==> config.mk <==
export PLATFORM = sky130hd
export DESIGN_NAME = seg7_readback_flat
export DESIGN_NICKNAME = d
export VERILOG_FILES = /design/src/rtl/seg7_readback_if.sv /design/src/rtl/seg7_readback.sv /design/src/flat_wrapper.sv
export SDC_FILE = /design/constraint.sdc
export NUM_CORES = 1
export LEC_CHECK = 0
export ABC_AREA = 1
export BUFFER_PORTS_ARGS = -buffer_cell sky130_fd_sc_hd__buf_2
export CORE_ASPECT_RATIO = 1.75
export CORE_MARGIN = 4
export CORE_UTILIZATION = 39
export CTS_CLUSTER_SIZE = 30
export DETAILED_ROUTE_END_ITERATION = 8
export PLACE_DENSITY = 0.63
export SYNTH_ARGS = -nofsm -noshare
export SYNTH_HDL_FRONTEND = slang
export SYNTH_SLANG_ARGS = --single-unit
==> constraint.sdc <==
create_clock -name clk -period 1.6 [get_ports clk]
set_input_delay 0.4 -clock clk [delete_from_list [all_inputs] [get_ports clk]]
set_output_delay 0.4 -clock clk [all_outputs]
set_load 0.01 [all_outputs]
==> src/rtl/seg7_readback_if.sv <==
// Segment readback bus: sampled pattern in, committed decode out.
interface seg7_readback_if;
  logic [7:0] hex;
  logic       pointld;
  logic [2:0] num;
  logic [7:0] sw_out;
  logic       valid;
  logic       err;
  logic [7:0] chg_cnt;

  modport master (
    output hex,
    output pointld,
    input  num,
    input  sw_out,
    input  valid,
    input  err,
    input  chg_cnt
  );

  modport slave (
    input  hex,
    input  pointld,
    output num,
    output sw_out,
    output valid,
    output err,
    output chg_cnt
  );
endinterface

==> src/rtl/seg7_readback.sv <==
// Debounced 7-segment pattern decoder with committed switch image.
// Optional change counter enabled by macro SEG7_READBACK_CNT_EN.
module seg7_readback #(
  parameter int unsigned STABLE = 4
) (
  input  logic           clk,
  input  logic           rst,
  seg7_readback_if.slave bus
);

  typedef enum logic {SETTLE, HOLD} state_t;

  localparam logic [3:0] STABLE_C = 4'(STABLE);

  state_t     state, state_n;
  logic [7:0] hex_q, hex_n;
  logic       pd_q, pd_n;
  logic [3:0] cnt, cnt_n;
  logic [2:0] num_q, num_n;
  logic [7:0] sw_q, sw_n;
  logic       valid_q, valid_n;
  logic       err_q, err_n;
  logic       commit;
  logic [7:0] c_hex;
  logic       c_pd;
  logic       legal;
  logic [2:0] digit;
  logic       diff;
  logic [3:0] cnt_inc;

  function automatic logic [3:0] decode(input logic [7:0] h);
    logic [3:0] r;
    unique case (h)
      8'h02:   r = 4'b1_000;
      8'h9F:   r = 4'b1_001;
      8'h25:   r = 4'b1_010;
      8'h0D:   r = 4'b1_011;
      8'h99:   r = 4'b1_100;
      8'h49:   r = 4'b1_101;
      8'h41:   r = 4'b1_110;
      8'h1F:   r = 4'b1_111;
      default: r = 4'b0_000;
    endcase
    return r;
  endfunction

  assign diff    = {bus.hex, bus.pointld} != {hex_q, pd_q};
  assign cnt_inc = cnt + 4'd1;

  always_comb begin
    state_n = state;
    hex_n   = hex_q;
    pd_n    = pd_q;
    cnt_n   = cnt;
    num_n   = num_q;
    sw_n    = sw_q;
    valid_n = valid_q;
    err_n   = err_q;
    commit  = 1'b0;
    c_hex   = hex_q;
    c_pd    = pd_q;
    if (diff) begin
      hex_n   = bus.hex;
      pd_n    = bus.pointld;
      cnt_n   = 4'd1;
      state_n = SETTLE;
      // A run of one is complete on the edge it starts
      if (STABLE_C == 4'd1) begin
        commit  = 1'b1;
        c_hex   = bus.hex;
        c_pd    = bus.pointld;
        state_n = HOLD;
      end
    end else if (state == SETTLE) begin
      cnt_n = cnt_inc;
      if (cnt_inc == STABLE_C) begin
        commit  = 1'b1;
        state_n = HOLD;
      end
    end
    {legal, digit} = decode(c_hex);
    if (commit) begin
      if (legal) begin
        num_n   = digit;
        err_n   = 1'b0;
        valid_n = c_pd;
        sw_n    = c_pd ? (8'h01 << digit) : 8'h00;
      end else begin
        err_n   = 1'b1;
        valid_n = 1'b0;
        sw_n    = 8'h00;
      end
    end
  end

  always_ff @(posedge clk) begin
    if (rst) begin
      state   <= SETTLE;
      hex_q   <= 8'hFF;
      pd_q    <= 1'b0;
      cnt     <= 4'd0;
      num_q   <= 3'd0;
      sw_q    <= 8'h00;
      valid_q <= 1'b0;
      err_q   <= 1'b0;
    end else begin
      state   <= state_n;
      hex_q   <= hex_n;
      pd_q    <= pd_n;
      cnt     <= cnt_n;
      num_q   <= num_n;
      sw_q    <= sw_n;
      valid_q <= valid_n;
      err_q   <= err_n;
    end
  end

`ifdef SEG7_READBACK_CNT_EN
  logic [7:0] chg_q;

  always_ff @(posedge clk) begin
    if (rst) begin
      chg_q <= 8'h00;
    end else if (commit &&
                 {num_n, valid_n, err_n} !=
                 {num_q, valid_q, err_q}) begin
      chg_q <= chg_q + 8'd1;
    end
  end

  assign bus.chg_cnt = chg_q;
`else
  assign bus.chg_cnt = 8'h00;
`endif

  assign bus.num    = num_q;
  assign bus.sw_out = sw_q;
  assign bus.valid  = valid_q;
  assign bus.err    = err_q;

endmodule

==> src/flat_wrapper.sv <==
// flat-port wrapper written by rule: the top's interface ports become plain ports
module seg7_readback_flat 
#(
  parameter int unsigned STABLE = 4
)
  (clk, rst, bus_hex, bus_pointld, bus_num, bus_sw_out, bus_valid, bus_err, bus_chg_cnt);
  seg7_readback_if bus_i ();
  input  logic clk;
  input  logic rst;
  input wire logic [$bits(bus_i.hex)-1:0] bus_hex;
  input wire logic [$bits(bus_i.pointld)-1:0] bus_pointld;
  output wire logic [$bits(bus_i.num)-1:0] bus_num;
  output wire logic [$bits(bus_i.sw_out)-1:0] bus_sw_out;
  output wire logic [$bits(bus_i.valid)-1:0] bus_valid;
  output wire logic [$bits(bus_i.err)-1:0] bus_err;
  output wire logic [$bits(bus_i.chg_cnt)-1:0] bus_chg_cnt;
  assign bus_i.hex = bus_hex;
  assign bus_i.pointld = bus_pointld;
  assign bus_num = bus_i.num;
  assign bus_sw_out = bus_i.sw_out;
  assign bus_valid = bus_i.valid;
  assign bus_err = bus_i.err;
  assign bus_chg_cnt = bus_i.chg_cnt;
  seg7_readback #(.STABLE(STABLE)) u_core (.clk(clk), .rst(rst), .bus(bus_i));
endmodule
==> impl_metrics.toml <==
[drt]
drt_wl_total_mm = 2.99
via_per_inst = 4.51
drt_iter0_drc = 35
vias = 1325
drc = 0
ant_nets = 0
wl_per_cell_um = 10.2
first_pass_iters = 4

[power_and_ir_drop]
pwr-share-clk_pct = 31.9
power.net_switching_uw = 319
power_density_nw_per_um2 = 704
p_seq_share_pct = 57.3
finalPower_mw = 1.23
power.leakage_nw = 0.801
swShare_pct = 25.9
p_comb_share_pct = 10.8
p_int_uw = 910
irDropWorstVdd_v = 0.000317

[clocking]
clock_sinks = 27
clk_path_buf_depth = 2
htree_num_levels = 1
numCtsBuffers = 3
hold_buffers = 0
clkTransAtPathRegs_ps = 100
post_cts_buffers = 0
cts_tree = "done"
clockRootBuffer = "clkbuf_8"
clk_latency_ps = 270

[worst_hold_path]
hold_class = "input pin to flip-flop"

[sta]
hold_violations = 0
slew_violations = 0
fin_crit_sh_pct = 91.7
worst_slack_ps = 133
max_freq_ghz = 0.682
fin_skew_ps = 5.87
setup-violations-final = 0
timing.setup.tns_ps = 0
rsz0062_at_grt = "true"
period_needed_ps = 1470

[worst_setup_path]
cpMostUsedCell = "nand2_1"
crit_fanout = 7
path_cells = "inv_1, nand2_1, nor2_1, nand2_1, nand2_1, inv_1, nand2_1, nor2_2, nor2_4, inv_1, nand2_1, a21oi_1"
cp_slowest_cell = "dfxtp_4"
critPathArrivalTime_ps = 1640
crit_required_ps = 1770
worst-path-buf-inv = 3
critPathKind = "flip-flop to flip-flop"
cpPeakStageDelay_ps = 370
cp-start-kind = "flip-flop"
path_delay_family = "simple AND/OR/NAND/NOR gates"
endpoint_kind = "flip-flop"

[synthesis]
yosysWarnings = 0
synth_seq_cells = 27
synth-simple-area-share_pct = 38.1
synth_top_family_by_area = "simple AND/OR/NAND/NOR gates"
synth_cells = 217
netlist_top_cells_area = "dfxtp_1 (37%), nand2_1 (18%), nor2_1 (7.3%)"
synth-compound-area-share_pct = 6.22
syn_area_per_cell_um2 = 6.67
yosys.area.top_type = "dfxtp_1"
yosysUniqueCellTypes = 24
syn_area_um2 = 1450
synth_top_area_share_pct = 37.3
synthMuxAreaShare_pct = 0
yosysSeqAreaShare_pct = 37.3
synthAdderAreaFrac_pct = 0.864
synth_xor_area_share_pct = 3.63

[die]
initial_core_util_pct = 40.3
ios = 32
die_width_um = 54.1
die_h_um = 88.6
rows = 29
dieArea_um2 = 4790
core_um2 = 3590

[grt]
grt_max_degree = 16
grt_util_all_layers_pct = 14.2
grt_pass1_vias = 1270
antenna_found_initial = 0
overflow = 0
grt_pass1_wl_mm = 5.06

[cells_and_area]
num_antenna_cells = 0
areaGrowthSynthToFinish_pct = 20.6
drive_above_1_share_pct = 27.4
finish.utilization_pct = 48.6
layout.cells.non_filler = 294
fill_cells = 396
nets = 261

[placed_design]
place_ws_ps = -69.4
dp_hpwl_mm = 2.48
io_buffers = 23
gp_congestion = 0.818
dp_cells = 290

[job]
maxCapViolCount = 0

[outcome]
status = "finished, final reports clean"
[state kept, by name, summed over array words and instances, names as in the netlist]
register           count
u_core.c_hex           8
u_core.bus.err         1
u_core.state           1
u_core.bus.num         3
u_core.c_pd            1
u_core.cnt             4
u_core.bus.valid       1
u_core.bus.sw_out      8
[tightest hold or removal path: stages]
cell and delay (ps):
buf_2 90, inv_1 40, nand2_1 40
[metrics by stage]
stage	cell area [µm²]	hold WS (ps)
2_1_floorplan	1470	457
3_3_place_gp	1630	448
3_5_place_dp	1630	453
4_1_cts	1680	316
5_1_grt	1750	332
6_report	1750	319
[logic make-up (layout without fill, tap and decap cells)]
group	after synthesis	in the layout
adders and majority gates	1	1
xor gates and xnor gates	6	6
DFF	27	27
and+or+nand+nor	127	127
other	1	8
AOI/OAI and AO/OA	18	18
buffers and inverters	37	61
[power groups by stage]
stage	clock [mW]	sequential (mW)	combinational, mW
3_5_place_dp	0	0.719	0.128
5_1_grt	0.438	0.707	0.150
6_report	0.392	0.704	0.132
4_1_cts	0.406	0.703	0.129
3_3_place_gp	0	0.719	0.127
2_1_floorplan	0	0.714	0.101
[final timing paths]
kind                                      startpoint              endpoint  slack, ps  cells after the start
worst max-delay path                 u_core.c_hex[4]     u_core.bus.num[1]        130                     12
worst max register to register       u_core.c_hex[4]     u_core.bus.num[1]        130                     12
worst min-delay path                      bus_hex[4]       u_core.c_hex[4]        320                      3
worst min register to register  u_core.bus.sw_out[2]  u_core.bus.sw_out[2]        460                      2
[routing by layer]
metal  share of wire (%)  global-route usage (%)  wire (µm)  vias up
met1                  37                    13.3       1100      583
met2                  58                    28.5       1730       22
li1                    -                       -          -      715
met4                 1.7                    5.44         50        0
met5                   0                       0          0        -
met3                 3.7                    2.36        111        5
[layout by cell type (no fill, tap or decap), types with 2 or more instances in the layout]
cell type	count
dfxtp_1	19
nand4_1	3
buf_2	23
dfxtp_4	5
clkbuf_8	3
nor2_1	23
or2_2	2
xor2_1	2
nor2_4	6
dfxtp_2	3
inv_2	4
buf_4	7
nand2_1	69
xnor2_1	4
nand3_1	12
nor2_2	9
conb_1	8
o21ai_0	3
inv_1	20
a21oi_1	14
[cell usage after synthesis]
library cell / n
inv_1: 20
inv_2: 4
nand3_1: 12
clkinv_1: 1
nand2_1: 69
clkinv_8: 1
a21oi_1: 15
conb_1: 1
buf_6: 2
dfxtp_1: 27
clkbuf_1: 1
nor2_4: 2
nand4_1: 3
ha_1: 1
or2_2: 2
nor2_2: 8
nor2_1: 28
buf_4: 8
xnor2_1: 4
o21ai_0: 3
nand2_2: 1
nand3b_1: 1
nand3_2: 1
xor2_1: 2
[area by class of cell]
class	instances	area (µm²)	share of cell area [%]
Clock inverter	1	5.00	0.287
Timing Repair Buffer	31	188	10.8
Sequential cell	27	563	32.3
Clock buffer	3	41.3	2.37
Inverter	26	110	6.31
Tap cell	46	57.6	3.30
Multi-Input combinational cell	160	781	44.7
[repair_timing]
item                       CTS  global route
gates resized for setup      0            24
hold endpoints to repair     0             0
setup endpoints to repair    0            13
(Power assumes the default switching activity.)
